`config.mk`:
```
export PLATFORM = sky130hd
export DESIGN_NAME = minute_counter
export DESIGN_NICKNAME = d
export VERILOG_FILES = /design/src/rtl/clock_pkg.sv /design/src/rtl/btn_debounce.sv /design/src/rtl/minute_counter.sv
export SDC_FILE = /design/constraint.sdc
export NUM_CORES = 1
export LEC_CHECK = 0
export ABC_AREA = 1
export CELL_PAD_IN_SITES_DETAIL_PLACEMENT = 0
export CELL_PAD_IN_SITES_GLOBAL_PLACEMENT = 2
export CORE_MARGIN = 3
export CORE_UTILIZATION = 38
export DETAILED_ROUTE_END_ITERATION = 8
export PLACE_DENSITY_LB_ADDON = 0.1
export SLEW_MARGIN = 20
export SYNTH_ARGS = -nofsm -noshare
export SYNTH_HDL_FRONTEND = slang
export SYNTH_HIERARCHICAL = 1
export SYNTH_SLANG_ARGS = --single-unit
```
`constraint.sdc`:
```
create_clock -name i_clk -period 3.3 [get_ports i_clk]
set_input_delay 0.66 -clock i_clk [delete_from_list [all_inputs] [get_ports i_clk]]
set_output_delay 0.66 -clock i_clk [all_outputs]
set_load 0.01 [all_outputs]
```
`src/rtl/clock_pkg.sv`:
```
// clock_pkg: time limits, field width, mode encoding and wrap helpers shared by the clock counters
package clock_pkg;
    localparam int TIME_W = 6;
    localparam logic [TIME_W-1:0] SEC_MAX = TIME_W'(59);
    localparam logic [TIME_W-1:0] MIN_MAX = TIME_W'(59);
    typedef enum logic {MODE_RUN = 1'b0, MODE_SET = 1'b1} mode_e;
    function automatic logic [TIME_W-1:0] wrap_inc(input logic [TIME_W-1:0] v, input logic [TIME_W-1:0] max);
        return (v == max) ? '0 : v + 1'b1;
    endfunction
    function automatic logic [TIME_W-1:0] wrap_dec(input logic [TIME_W-1:0] v, input logic [TIME_W-1:0] max);
        return (v == '0) ? max : v - 1'b1;
    endfunction
endpackage

```
`src/rtl/btn_debounce.sv`:
```
// btn_debounce: synchronizer + debouncer for an active-low button, one strobe per press
// MINUTE_CNT_AUTOREPEAT_EN adds hold-to-repeat strobes
module btn_debounce #(
    parameter int DEBOUNCE_CYCLES = 500000
`ifdef MINUTE_CNT_AUTOREPEAT_EN
    ,
    parameter int REPEAT_DELAY = 25000000,
    parameter int REPEAT_CYCLES = 12500000
`endif
) (
    input  logic i_clk,
    input  logic i_rst,
    input  logic i_btn_n,
    output logic o_strobe
);
    localparam int DB_W = $clog2(DEBOUNCE_CYCLES + 1);
    logic [1:0] r_sync;
    logic r_stable;
    logic [DB_W-1:0] r_db_cnt;
    logic r_strobe;
    logic w_accept;
    logic w_repeat;
    assign w_accept = (r_sync[1] != r_stable) && (r_db_cnt == DB_W'(DEBOUNCE_CYCLES - 1));
    assign o_strobe = r_strobe;
    always_ff @(posedge i_clk or posedge i_rst) begin
        if (i_rst) begin
            r_sync   <= 2'b11;
            r_stable <= 1'b1;
            r_db_cnt <= '0;
            r_strobe <= 1'b0;
        end else begin
            r_sync   <= {r_sync[0], i_btn_n};
            r_stable <= w_accept ? r_sync[1] : r_stable;
            r_db_cnt <= (r_sync[1] == r_stable || w_accept) ? '0 : r_db_cnt + 1'b1;
            r_strobe <= (w_accept && !r_sync[1]) || w_repeat;
        end
    end
`ifdef MINUTE_CNT_AUTOREPEAT_EN
    localparam int RP_MAX = (REPEAT_DELAY > REPEAT_CYCLES) ? REPEAT_DELAY : REPEAT_CYCLES;
    localparam int RP_W = $clog2(RP_MAX + 1);
    logic [RP_W-1:0] r_rep_cnt;
    logic r_rep_phase;
    logic w_rep_due;
    // phase 0 waits out the initial hold delay, phase 1 runs the repeat period
    assign w_rep_due = r_rep_cnt == (r_rep_phase ? RP_W'(REPEAT_CYCLES - 1) : RP_W'(REPEAT_DELAY - 1));
    assign w_repeat = !r_stable && !r_sync[1] && w_rep_due;
    always_ff @(posedge i_clk or posedge i_rst) begin
        if (i_rst || r_stable) begin
            r_rep_cnt   <= '0;
            r_rep_phase <= 1'b0;
        end else begin
            r_rep_cnt   <= w_rep_due ? '0 : r_rep_cnt + 1'b1;
            r_rep_phase <= r_rep_phase || w_rep_due;
        end
    end
`else
    assign w_repeat = 1'b0;
`endif
endmodule

```
`src/rtl/minute_counter.sv`:
```
// minute_counter: run-mode seconds/minutes counter with carry, set-mode minute adjust by buttons
// Optional auto-repeat on held buttons: define MINUTE_CNT_AUTOREPEAT_EN
module minute_counter
    import clock_pkg::*;
#(
    parameter int DEBOUNCE_CYCLES = 500000
`ifdef MINUTE_CNT_AUTOREPEAT_EN
    ,
    parameter int REPEAT_DELAY = 25000000,
    parameter int REPEAT_CYCLES = 12500000
`endif
) (
    input  logic              i_clk,
    input  logic              i_rst,
    input  logic              i_sec_tick,
    input  logic              i_mode,
    input  logic              i_add,
    input  logic              i_deduct,
    output logic [TIME_W-1:0] o_second,
    output logic [TIME_W-1:0] o_minute,
    output logic              o_carry
);
    logic r_mode_meta;
    mode_e r_mode;
    mode_e w_mode_nxt;
    logic [TIME_W-1:0] r_second, r_minute;
    logic [TIME_W-1:0] w_second_nxt, w_minute_nxt;
    logic r_carry;
    logic w_carry_nxt;
    logic w_inc, w_dec;
    btn_debounce #(
        .DEBOUNCE_CYCLES(DEBOUNCE_CYCLES)
`ifdef MINUTE_CNT_AUTOREPEAT_EN
        ,
        .REPEAT_DELAY(REPEAT_DELAY),
        .REPEAT_CYCLES(REPEAT_CYCLES)
`endif
    ) u_add (
        .i_clk(i_clk),
        .i_rst(i_rst),
        .i_btn_n(i_add),
        .o_strobe(w_inc)
    );
    btn_debounce #(
        .DEBOUNCE_CYCLES(DEBOUNCE_CYCLES)
`ifdef MINUTE_CNT_AUTOREPEAT_EN
        ,
        .REPEAT_DELAY(REPEAT_DELAY),
        .REPEAT_CYCLES(REPEAT_CYCLES)
`endif
    ) u_deduct (
        .i_clk(i_clk),
        .i_rst(i_rst),
        .i_btn_n(i_deduct),
        .o_strobe(w_dec)
    );
    always_ff @(posedge i_clk or posedge i_rst) begin
        if (i_rst) begin
            r_mode_meta <= 1'b0;
            r_mode      <= MODE_RUN;
            r_second    <= '0;
            r_minute    <= '0;
            r_carry     <= 1'b0;
        end else begin
            r_mode_meta <= i_mode;
            r_mode      <= w_mode_nxt;
            r_second    <= w_second_nxt;
            r_minute    <= w_minute_nxt;
            r_carry     <= w_carry_nxt;
        end
    end
    // set mode freezes seconds at 0; simultaneous inc/dec cancel out
    always_comb begin
        w_mode_nxt   = mode_e'(r_mode_meta);
        w_second_nxt = r_second;
        w_minute_nxt = r_minute;
        w_carry_nxt  = 1'b0;
        if (r_mode == MODE_SET) begin
            w_second_nxt = '0;
            w_minute_nxt = (w_inc && !w_dec) ? wrap_inc(r_minute, MIN_MAX) :
                           (w_dec && !w_inc) ? wrap_dec(r_minute, MIN_MAX) : r_minute;
        end else if (i_sec_tick) begin
            w_second_nxt = wrap_inc(r_second, SEC_MAX);
            w_minute_nxt = (r_second == SEC_MAX) ? wrap_inc(r_minute, MIN_MAX) : r_minute;
            w_carry_nxt  = (r_second == SEC_MAX) && (r_minute == MIN_MAX);
        end
    end
    assign o_second = r_second;
    assign o_minute = r_minute;
    assign o_carry  = r_carry;
endmodule

```
Word level (Yosys, flattened, before mapping)
Index checks and enable logic that the tools add are counted.
{ "classes": {"n_mux": 14, "add_sub_neg": 5, "n_eq_ne": 9, "n_reduce_logical": 17} }
{ "op_table": {"columns": ["operator", "count"], "rows": [
  ["$mux 6", 10],
  ["$add 19x1->19 const B", 2],
  ["$eq 19x19->1 const B", 2],
  ["$mux 19", 2],
  ["$add 6x1->6 const B", 2],
  ["$eq 6x6->1 const B", 2],
  ["$logic_and 1x1->1", 7],
  ["$logic_not 6->1", 1],
  ["$sub 6x1->6 const B", 1],
  ["$logic_not 1->1", 4],
  ["$reduce_bool 2->1", 2],
  ["$ne 3x1->1 const B", 1],
  ["$reduce_and 3->1", 1],
  ["$eq 1x1->1", 2],
  ["$logic_or 1x1->1", 2],
  ["$mux 1", 2],
  ["$ne 1x1->1", 2]
]} }
{ "word_totals": {"input_bits": 6, "ff_bits": 61, "wordCells": 58, "out_inout_bits": 13} }

Depth between registers and ports, before layout
Gate-level depths: netlist of run 1.
{ "logic_depth": {"depth_word": 5, "mapped_depth": 9, "ltp_nobuf": 9} }

By module
The synthesis of run 1 kept the hierarchy.
{ "by_module_without_submodules": {"columns": ["mod", "n_inst", "area_each_um2", "cells_per_inst", "seq_area_each_um2"], "rows": [
  ["btn_debounce", 2, 1281.2, 171, 579.3],
  ["minute_counter", 1, 1021.0, 133, 375.4]
]} }

Worst setup path after synthesis of run 1
No wires, ideal clock.
{ "synth_path": {"kind": "register -> register", "from": "register u_add.r_db_cnt[0]", "to": "register u_add.r_db_cnt[0]", "required_ps": 3178, "arrival_ps": 1349, "path_stages_with_launch": 10, "synth_period_minus_slack_ps": 1471, "path_slack_ps": 1829, "setup_time_ps": 122, "n_path_buf": 1, "cell_sequence": "dfrtp_1 > ha_1 > nand2_2 > nor2_4 > inv_2 > nor2_2 > nand3_2 > nand2_4 > buf_6 > nor2_1"} }
{ "synth_via": {"elab_chain_len": 4, "elab_cells_between_ends": 5, "classes_between": "add/sub: 1; eq/ne: 1; mux: 1; reduce/logical: 2"} }
{ "synth_lines": {"columns": ["item", "line_no", "text"], "rows": [
  ["start: declaration", "btn_debounce.sv:19", "logic [DB_W-1:0] r_db_cnt;"],
  ["start signal: assignment", "btn_debounce.sv:34", "r_db_cnt <= (r_sync[1] == r_stable || w_accept) ? '0 : r_db_cnt + 1'b1;"],
  ["branches (longest 3 deep; another with $add 19x1->19)", null, null],
  ["$mux 19 (*)", "btn_debounce.sv:34", null]
]} }
Every way passes the cells marked *.
A chain may end at the register's enable or synchronous reset.

Final worst setup path of run 1
{ "layout_path": {"from": "register r_minute[2], in the netlist o_minute[2]", "to": "output port o_minute[2]"} }
{ "layout_lines": {"columns": ["item", "line_no", "text"], "rows": [
  ["start: declaration", "minute_counter.sv:26", "logic [TIME_W-1:0] r_second, r_minute;"],
  ["start signal: assignment", "minute_counter.sv:68", "r_minute <= w_minute_nxt;"],
  ["end: declaration", "minute_counter.sv:20", "output logic [TIME_W-1:0] o_minute,"]
]} }
No word-level cell between the ends.

==> impl_metrics.env, run 1 <==
export IMPL_status="completed"
export IMPL_crit_path_top_delay_cell="clkdlybuf4s50_1"
export IMPL_die_w_um=103
export IMPL_nNetsFinal=511
export IMPL_ant_nets=0
export IMPL_htree_levels=3
export IMPL_maxSlewHeadroom_pct=40.4
export IMPL_cts_sinks=61
export IMPL_post_cts_buffers=0
export IMPL_cts_tree="built"
export IMPL_dp_slack_ps=1380
export IMPL_fmax_ghz=0.462
export IMPL_cap_violations=0
export IMPL_drive_gt1_share_pct=10.7
export IMPL_startpoint_type="flip-flop"
export IMPL_start_util_pct=40.1
export IMPL_finalSetupTns_ps=0
export IMPL_vias_per_cell=4.76
export IMPL_rsz0062_at_grt="no"
export IMPL_synth_seq_area_share_pct=42.8
export IMPL_ys_types=32
export IMPL_avgSynthCellArea_sq_um=7.54
export IMPL_clock_latency_ps=330
export IMPL_critPathMaxFanout=10
export IMPL_ioPinCount=19
export IMPL_critPathTopFamily="buffers and inverters"
export IMPL_rows=34
export IMPL_cts_max_path_buffers=2
export IMPL_areaGrowthSynthToFinish_pct=13.4
export IMPL_worst_path_buf_inv=1
export IMPL_vias=2908
export IMPL_slew_violations=0
export IMPL_finalSetupViolCount=0
export IMPL_final_setup_skew_ps=10.2
export IMPL_wl_per_cell_um=12.7
export IMPL_layout_common_cells="nand2_1, nor2_1, dfrtp_1"
export IMPL_n_antenna_cell=0
export IMPL_io_buffers=18
export IMPL_p_per_area_nw_per_um2=483
export IMPL_period_share_pct=65.5
export IMPL_numCtsBuffers=9
export IMPL_fin_crit_ps=2160
export IMPL_clkSlewWorstSetupHoldPaths_ps=60
export IMPL_grt_overflow_total=0
export IMPL_grt_usage_pct=16.4
export IMPL_drt_iter0_markers=139
export IMPL_worst_endpoint_arrival_ps=1500
export IMPL_crit_chain="clkdlybuf4s50_1"
export IMPL_p_sw_share_pct=29.3
export IMPL_required_ps=2640
export IMPL_clkPwrFrac_pct=37.1
export IMPL_cpPeakStageDelay_ps=610
export IMPL_max_slew_worst_pin_slew_ps=894
export IMPL_dr_pass1_iters=4
export IMPL_min_path_type="flip-flop to flip-flop"
export IMPL_routed_wl_um=7780
export IMPL_crit_type="flip-flop to primary output"
export IMPL_cts_root_buf="clkbuf_8"
export IMPL_die_y_um=103
export IMPL_placed_area_sq_um=3850
export IMPL_fin_util_pct=45.5
export IMPL_post_cts_resized=0
export IMPL_worst_slack_ps=1140
export IMPL_finalInstanceArea_sq_um=4070
export IMPL_ir_worst_vdd_uv=193
export IMPL_final_common_cell="nand2_1"
export IMPL_synth_seq_cells=61
export IMPL_p_seq_share_pct=44.6
export IMPL_power_internal_uw=1390
export IMPL_dieArea_sq_um=10600
export IMPL_p_leak_uw=0.00175
export IMPL_syn_area_sq_um=3580
export IMPL_grt_pass1_vias=2837
export IMPL_antenna_found_initial=0
export IMPL_hold_viol=0
export IMPL_worstSetupEndpointType="primary output"
export IMPL_grt_pass1_wl_um=13700
export IMPL_yosys_warnings=6
export IMPL_grt_max_degree=24
export IMPL_postCtsHoldBufs=0
export IMPL_synthCells=475
export IMPL_core_sq_um=8930
export IMPL_hpwl_um=5800
export IMPL_synth_nets=487
export IMPL_power_switching_uw=574
export IMPL_gp_congestion=0.805
export IMPL_pwr_share_comb_pct=18.3
export IMPL_drc_errors=0
cells in the mapped netlist:
cell	n	share of area (%)
dfrtp_1	55	38
nand4_2	1	0.35
o21ai_0	8	1.1
nand3_1	42	5.9
a21oi_1	3	0.42
a21oi_2	1	0.24
inv_2	5	0.52
inv_1	48	5.0
nor3_1	4	0.56
nand4_1	8	1.4
o21ai_2	1	0.24
dfstp_2	6	4.4
buf_6	3	0.94
or2_4	1	0.24
xnor2_1	3	0.73
or2_2	2	0.35
buf_4	1	0.21
and2_1	6	1.0
o21ai_1	4	0.56
nand3_2	3	0.84
nor2_4	3	0.94
clkinv_4	1	0.24
or2_1	1	0.17
nand2_2	4	0.70
xor2_1	27	6.6
nand2_4	4	1.3
nor2_1	102	11
nor2_2	7	1.2
buf_2	1	0.14
nand2_1	109	11
ha_1	6	2.1
o21bai_1	5	1.0
path summary, 6_finish.rpt:
path,start,endpoint,slack [ps],cells past startpoint
min,r_mode_meta,r_mode,350,0
max reg2reg,u_add/r_db_cnt[0],u_add/r_db_cnt[9],1610,8
min in group asynchronous,i_rst,o_second[4],770,2
min reg2reg,r_mode_meta,r_mode,350,0
max in group asynchronous,i_rst,u_add/r_db_cnt[18],1840,2
max,o_minute[2],o_minute[2],1140,1
flip-flops by register name (all words and copies together), names as in the netlist:
name / count
u_add/r_sync: 2
u_add/o_strobe: 1
u_deduct/r_sync: 2
u_deduct/o_strobe: 1
o_carry: 1
u_deduct/r_db_cnt: 19
o_minute: 6
u_add/r_stable: 1
o_second: 6
u_add/r_db_cnt: 19
r_mode: 1
u_deduct/r_stable: 1
r_mode_meta: 1
routing by layer:
metal	vias to the layer above	share of wire (%)	track usage, %
li1	1533	-	-
met1	1329	51	23.6
met2	39	44	25.0
met3	7	3.6	3.52
met4	0	1.1	4.78
met5	-	0	0
power by group through the flow:
stage	combinational [uW]	clock [uW]	sequential [uW]
after floorplan	283	0	854
after global placement	362	0	889
after detailed placement	363	0	892
after CTS	365	752	878
after global routing	419	786	886
final	360	728	876
through the flow:
step,std cells,total power [uW],hold WS (ps)
after global routing,611,2090,358
final,611,1960,354
after global placement,596,1250,335
after floorplan,475,1140,331
after detailed placement,596,1260,344
after CTS,611,1990,358
cell families (layout without fill, tap and decap cells):
group	count (synthesis)	after routing	synth area share [%]
and+or+nand+nor	297	297	37.0
buffers and inverters	59	87	7.09
xor gates and xnor gates	30	30	7.33
adders and majority gates	6	6	2.09
DFF	61	61	42.8
AOI/OAI and AO/OA	22	22	3.63
area by class of cell:
class	count	area, sq um
multi-input combinational	355	1800
tap	108	135
sequential	61	1530
inverter	54	208
fill	948	4870
timing repair buffer	18	180
clock buffer	10	138
clock inverter	5	75.1
Note: power is estimated with default switching activity, not from simulation.
==> inputs of run 2 (changes only) <==
--- a/config.mk
+++ b/config.mk
@@ -9,7 +9,7 @@
 export CELL_PAD_IN_SITES_DETAIL_PLACEMENT = 0
 export CELL_PAD_IN_SITES_GLOBAL_PLACEMENT = 2
 export CORE_MARGIN = 3
-export CORE_UTILIZATION = 38
+export CORE_UTILIZATION = 35
 export DETAILED_ROUTE_END_ITERATION = 8
 export PLACE_DENSITY_LB_ADDON = 0.1
 export SLEW_MARGIN = 20
==> constraint.sdc (replaced) <==
create_clock -name i_clk -period 2.05 [get_ports i_clk]
set_input_delay 0.41 -clock i_clk [delete_from_list [all_inputs] [get_ports i_clk]]
set_output_delay 0.41 -clock i_clk [all_outputs]
set_load 0.01 [all_outputs]
==> impl_metrics.env, run 2 (synthesis results as in run 1) <==
export IMPL_rsz0062_at_grt="no"
export IMPL_die_w_um=107
export IMPL_critPathMaxFanout=10
export IMPL_p_per_area_nw_per_um2=800
export IMPL_n_antenna_cell=0
export IMPL_status="completed"
export IMPL_worstSetupEndpointType="primary output"
export IMPL_finalInstanceArea_sq_um=4150
export IMPL_grt_usage_pct=15.4
export IMPL_fin_util_pct=42.1
export IMPL_layout_common_cells="nand2_1, nor2_1, dfrtp_1"
export IMPL_dieArea_sq_um=11500
export IMPL_grt_max_degree=24
export IMPL_ir_worst_vdd_uv=351
export IMPL_clkSlewWorstSetupHoldPaths_ps=70
export IMPL_r2r_start="u_deduct/r_db_cnt[0]"
export IMPL_postCtsHoldBufs=0
export IMPL_grt_pass1_wl_um=14200
export IMPL_drt_iter0_markers=104
export IMPL_max_slew_worst_pin_slew_ps=561
export IMPL_vias=2932
export IMPL_core_sq_um=9860
export IMPL_setup_worst_path_start="o_minute[2]"
export IMPL_htree_levels=3
export IMPL_cts_max_path_buffers=2
export IMPL_critPathTopFamily="buffers and inverters"
export IMPL_finalSetupViolCount=0
export IMPL_startpoint_type="flip-flop"
export IMPL_min_path_type="flip-flop to flip-flop"
export IMPL_final_fill_count=1055
export IMPL_cts_sinks=61
export IMPL_wl_per_cell_um=12.2
export IMPL_rows=36
export IMPL_routed_wl_um=7800
export IMPL_path_depth=1
export IMPL_cts_root_buf="clkbuf_8"
export IMPL_die_y_um=107
export IMPL_numCtsBuffers=9
export IMPL_hpwl_um=5810
export IMPL_cpPeakStageDelay_ps=610
export IMPL_gp_congestion=0.765
export IMPL_p_leak_uw=0.00177
export IMPL_post_cts_buffers=0
export IMPL_hold_viol=0
export IMPL_clock_latency_ps=330
export IMPL_dp_slack_ps=365
export IMPL_nNetsFinal=514
export IMPL_ant_nets=0
export IMPL_rrSetupSlack_ps=430
export IMPL_r2r_cells=8
export IMPL_worst_slack_ps=131
export IMPL_antenna_found_initial=0
export IMPL_maxSlewHeadroom_pct=62.5
export IMPL_io_buffers=18
export IMPL_cts_tree="built"
export IMPL_worst_path_buf_inv=1
export IMPL_finalSetupTns_ps=0
export IMPL_period_share_pct=93.6
export IMPL_crit_type="flip-flop to primary output"
export IMPL_crit_chain="clkdlybuf4s50_1"
export IMPL_ioPinCount=19
export IMPL_final_setup_skew_ps=10.1
export IMPL_r2r_end="u_deduct/r_db_cnt[15]"
export IMPL_start_util_pct=36.3
export IMPL_cap_violations=0
export IMPL_grt_overflow_total=0
export IMPL_largest_registers="u_add/r_db_cnt: 19 flops, u_deduct/r_db_cnt: 19 flops"
export IMPL_drive_gt1_share_pct=11.4
export IMPL_worst_endpoint_arrival_ps=1510
export IMPL_fin_crit_ps=1920
export IMPL_required_ps=1640
export IMPL_crit_end="o_minute[2]"
export IMPL_vias_per_cell=4.58
export IMPL_crit_path_top_delay_cell="clkdlybuf4s50_1"
export IMPL_post_cts_resized=0
export IMPL_areaGrowthSynthToFinish_pct=15.9
export IMPL_placed_area_sq_um=3910
export IMPL_dr_pass1_iters=4
export IMPL_slew_violations=0
export IMPL_grt_pass1_vias=2906
export IMPL_fmax_ghz=0.521
export IMPL_final_common_cell="nand2_1"
export IMPL_drc_errors=0
==> run 2: power breakdown <==
part / leakage, uW / switching [uW] / internal (uW) / total [uW]
Combinational: 0.000844 / 324 / 270 / 595
Clock: 0.000116 / 512 / 814 / 1330
Sequential: 0.000810 / 130 / 1270 / 1400
==> run 2: cell type report <==
type                    instances  area, sq um  share of cell area [%]
flip-flops and latches         61         1530                    36.9
inverters                      54          208                    5.00
repair buffers                 21          203                    4.88
well taps                     133          166                    4.01
multi-input cells             355         1800                    43.2
clock inverters                 7          123                    2.95
clock buffers                   9          124                    2.98
==> run 2: layer usage <==
layer / track usage (%) / vias to the layer above / share of wire, %
li1: - / 1537 / -
met3: 2.77 / 8 / 3.2
met1: 21.5 / 1347 / 52
met4: 5.21 / 0 / 1.4
met5: 0 / - / 0
met2: 24.0 / 40 / 43
==> run 2: worst min path at each step <==
stage | startpoint | endpoint | slack [ps] | cells after the start
2_1_floorplan | i_rst | o_carry | 310 | 1
3_3_place_gp | r_mode_meta | r_mode | 340 | 0
3_5_place_dp | r_mode_meta | r_mode | 340 | 0
4_1_cts | r_mode_meta | r_mode | 360 | 0
5_1_grt | u_deduct/r_sync[0] | u_deduct/r_sync[1] | 370 | 0
6_report | r_mode_meta | r_mode | 360 | 0
==> run 2: metrics by stage <==
step,instances,power [uW],hold slack [ps]
floorplan,475,1830,311
global placement,624,2030,339
detailed placement,624,2020,343
CTS,640,3390,360
global route,640,3550,368
finish,640,3320,360
==> patch 1 (config.mk and constraints of run 2) <==
The package constant `TIME_W` goes from 6 to 3.
--- a/src/rtl/clock_pkg.sv
+++ b/src/rtl/clock_pkg.sv
@@ -2,3 +2,3 @@
 package clock_pkg;
-    localparam int TIME_W = 6;
+    localparam int TIME_W = 3;
     localparam logic [TIME_W-1:0] SEC_MAX = TIME_W'(59);
Ports: changed (resized o_minute and o_second); port bits go from 19 to 13. No check against the original RTL was run, so the function may have changed too.
==> patch 1 against run 2 <==
Critical path depth did not move. Sequential share of layout area up 3.9 points. Wire length is 17% lower. Sequential cell count decreased by 6. Via count shrank 20%. Fmax is 13% higher. Final area shrank 18%. Global-route usage down 1.5 points. Worst setup slack gained 0.22 ns. Synthesized area decreased by 15%. Critical endpoint is now o_minute[0].
Power is not compared: it rests on default switching activity, and its combinational part moved more than twofold at a synthesized area within 25%.
==> patch 1: results (changes against run 2) <==
| Metric | Value |
|---|---|
| Status | `complete, no violations` |
| Post-synth top cells | `nand2_1, nor2_1, dfrtp_1` |
| Per-cell routed wire length | `12.3 um (+0.94%)` |
| Register Area | `1380 um^2 (-9.8%)` |
| Post-route non-filler standard cell count | `524 (-18%)` |
| Placer Congestion | `0.797 (+4.2%)` |
| Total placed instance area | `3310 um^2 (-15%)` |
| Synth top area cells | `dfrtp_1, nand2_1, nor2_1, xor2_1, nand3_1` |
| Vias in the first global route | `2238 (-23%)` |
| Library cells used by synthesis | `29 (-9.4%)` |
| Dpl ws | `0.423 ns (+0.0585 ns)` |
| CTS buffer count | `5 (-4)` |
| Clkbuf count | `6 (-3)` |
| # resized after CTS | `0 (unchanged)` |
| Multi-input logic cell count | `297 (-16%)` |
| NetSw | `553 uW` |
| Hold WC Path Type | `flop to flop` |
| Non-CTS buffers | `14 (-33%)` |
| Yosys reg bits | `55 (-9.8%)` |
| Cells after synthesis | `399 (-16%)` |
| DP HPWL | `4910 um (-16%)` |
| Syn. warnings | `6 (unchanged)` |
| Arrival @ worst endpoint | `1.28 ns (-0.23 ns)` |
| Fill cells | `882 (-16%)` |
| Routed vias | `2358 (-20%)` |
| First-pass GRT wire length | `11100 um (-22%)` |
| Multi-input gate area | `1490 um^2 (-17%)` |
| Syn Nets | `411 (-16%)` |
| Non-clk invs | `45 (-17%)` |
| Sequential fraction of the synthesis area | `45.2% (+2.4 points)` |
| Crit path launch | `o_minute[0]` |
| Core Util, Final | `40.7% (-1.4 points)` |
| Gr usage total | `13.9% (-1.5 points)` |
| Core Area | `8340 um^2 (-15%)` |
| Buffering overhead | `3.99% (-0.90 points)` |
| Largest stage delay on the critical path | `0.56 ns (-0.05 ns)` |
| Clock H-tree levels | `2 (-1)` |
| Max IR drop VDD | `0.283 mV` |
| Mux contribution to synthesized area | `0.327% (+0.33 points)` |
| Gate power share | `14.0%` |
| Clock Latency Late Sink | `0.30 ns (-0.03 ns)` |
| Clock buf/inv share | `2.51% (-3.4 points)` |
| Slew headroom | `57.9% (-4.6 points)` |
| Post-synthesis adder-cell area fraction | `2.45% (+0.36 points)` |
| Layout cells sized above 1 | `8.83% (-2.6 points)` |
| Port Buffers | `12 (-6)` |
| First DRT Iteration DRCs | `94 (-9.6%)` |
| Total Nets Final | `430 (-16%)` |
| Hold Path Origin | `u_add/r_sync[0]` |
| Worst-path clk slew | `0.10 ns (+0.03 ns)` |
| Compound-gate portion of the synthesized area | `2.49% (-1.1 points)` |
| TritonRoute pass-1 iters | `4 (unchanged)` |
| XOR/XNOR share of the synthesized area | `7.15% (-0.18 points)` |
| Crit-path max FO | `5 (-5)` |
| Final clock skew | `0.00448 ns (-0.00557 ns)` |
[patch 1: metal layers]
| layer | global-route usage (%) | vias to the layer above | routed length [um] |
|---|---|---|---|
| li1 | - | 1267 | - |
| met1 | 21.1 | 1064 | 3580 |
| met2 | 20.2 | 23 | 2640 |
| met3 | 2.88 | 4 | 187 |
| met4 | 3.15 | 0 | 42 |
| met5 | 0 | - | 0 |
[patch 1: logic make-up (layout without fill, tap and decap cells)]
logic type,count (synthesis),after routing
buffers and inverters,47,67
AO/OA/AOI/OAI,12,12
AND/OR/NAND/NOR,253,253
multiplexers,1,1
XOR/XNOR,25,25
adder cells (fa/ha/maj),6,6
flip-flops,55,55
[patch 1: worst paths after layout]
check / to / slack [ns]
min in group asynchronous: u_deduct/r_db_cnt[14] / 0.42
max in group asynchronous: u_deduct/o_strobe / 1.10
min: u_add/r_sync[1] / 0.37
max: o_minute[0] / 0.36
min reg2reg: u_add/r_sync[1] / 0.37
max reg2reg: u_deduct/r_db_cnt[14] / 0.44
==> patch 2 (settings of run 2) <==
Made on the original files. Register the output `o_minute` once more, with the module's reset; this adds one clock of latency there. The other outputs are not delayed to match.
--- a/src/rtl/minute_counter.sv
+++ b/src/rtl/minute_counter.sv
@@ -88,3 +88,9 @@
     assign o_second = r_second;
-    assign o_minute = r_minute;
+    always_ff @(posedge i_clk or posedge i_rst) begin
+        if (i_rst) begin
+            o_minute <= '0;
+        end else begin
+            o_minute <= r_minute;
+        end
+    end
     assign o_carry  = r_carry;
Check against the original RTL: no difference found for any inputs over 10 cycles, from zero or initial values and one cycle with i_rst high; that may be too few to reach the edited logic, so the function may still have changed.
==> patch 2 against run 2 <==
Worst setup slack better by 0.19 ns. Sequential share of layout area up 2.6 points. Synthesized area up 3.1%. Wire length up 0.94%. Sequential cell count up 6. Total power up 2.5%. Final area up 2.6%. Critical path type unchanged.
==> patch 2: results (changes against run 2) <==
| Metric | Value |
|---|---|
| Status | `complete, no violations` |
| Port Buffers | `18 (unchanged)` |
| Total placed instance area | `4030 um^2 (+3.2%)` |
| Gr usage total | `15.1% (-0.26 points)` |
| Cells after synthesis | `474 (-0.21%)` |
| Largest stage delay on the critical path | `0.56 ns (-0.05 ns)` |
| Max IR drop VDD | `0.366 mV (+4.3%)` |
| Total Nets Final | `515 (+0.19%)` |
| Arrival @ worst endpoint | `1.32 ns (-0.19 ns)` |
| Placed Cells | `625 (+0.16%)` |
| Layout cells sized above 1 | `10.2% (-1.2 points)` |
| Syn Nets | `486 (-0.21%)` |
| Int Pwr | `2.45 mW (+4.0%)` |
| Final clock skew | `0.00382 ns (-0.00623 ns)` |
| CP delay by family, top | `buffers and inverters` |
| Placer Congestion | `0.806 (+5.4%)` |
| Static leakage | `1.81 nW (+2.4%)` |
| Critical Path Sink | `o_second[2]` |
| Crit-path max FO | `5 (-5)` |
| Routed vias | `2925 (-0.24%)` |
| First-pass GRT wire length | `14000 um (-1.3%)` |
| DR vias/cell | `4.56 (-0.39%)` |
| Fill cells | `1078 (+2.2%)` |
| Reg2reg end | `u_deduct/r_db_cnt[7]` |
| DP HPWL | `5840 um (+0.62%)` |
| Post-synth top cells | `nand2_1, nor2_1, dfrtp_1` |
| Crit path launch | `o_second[2]` |
| Sequential fraction of the synthesis area | `45.6% (+2.8 points)` |
| DRT Wirelength | `7870 um (+0.94%)` |
| Library cells used by synthesis | `31 (-3.1%)` |
## patch 2: cell types whose count changed after synthesis, sizes merged, moves of 2 or more
cell,delta
xor2,+2
o21ai,-2
dfrtp,+6
buf,-2
nor3,-2
or2,-2
inv,-2
## patch 2: area by class of cell
class	instances	share of cell area, %
Clock buffer	12	3.64
Tap cell	133	3.91
Timing Repair Buffer	21	4.76
Clock inverter	4	1.70
Inverter	51	4.55
Multi-Input combinational cell	353	41.9
Sequential cell	67	39.5
## patch 2: stage by stage
step | setup slack, ns | hold WS [ns]
global route | 0.207 | 0.360
detailed placement | 0.390 | 0.337
floorplan | 0.579 | 0.331
finish | 0.318 | 0.357
global placement | 0.409 | 0.337
CTS | 0.282 | 0.358
## patch 2: layer usage
metal | global-route usage [%] | vias to the layer above | routed length [um]
met1 | 21.2 | 1348 | 4020
met5 | 0 | - | 0
met3 | 2.49 | 10 | 198
li1 | - | 1537 | -
met2 | 23.1 | 30 | 3500
met4 | 6.49 | 0 | 152
## patch 2: kinds of logic (layout without fill, tap and decap cells)
family | Yosys count | in the layout | synth area share [%]
fa+ha+maj | 6 | 6 | 2.03
compound gates | 20 | 20 | 3.18
mux | 1 | 1 | 0.271
simple gates | 293 | 293 | 35.0
flops | 67 | 67 | 45.6
xor+xnor | 33 | 33 | 7.83
buf+inv | 54 | 88 | 6.06
## patch 2: power groups by stage
stage               combinational (mW)  sequential (mW)  clock [mW]
floorplan                        0.418             1.56           0
global placement                 0.590             1.59           0
detailed placement               0.594             1.60           0
CTS                              0.598             1.57        1.31
global route                     0.676             1.59        1.37
finish                           0.588             1.57        1.25
## patch 2: worst min-delay path by stage
stage | start | cells past startpoint | end | slack (ns)
after CTS | u_add/r_sync[0] | 0 | u_add/r_sync[1] | 0.36
after detailed placement | r_mode_meta | 0 | r_mode | 0.34
after global routing | u_add/r_sync[0] | 0 | u_add/r_sync[1] | 0.36
after global placement | r_mode_meta | 0 | r_mode | 0.34
after floorplan | r_mode_meta | 0 | r_mode | 0.33
final | u_add/r_sync[0] | 0 | u_add/r_sync[1] | 0.36
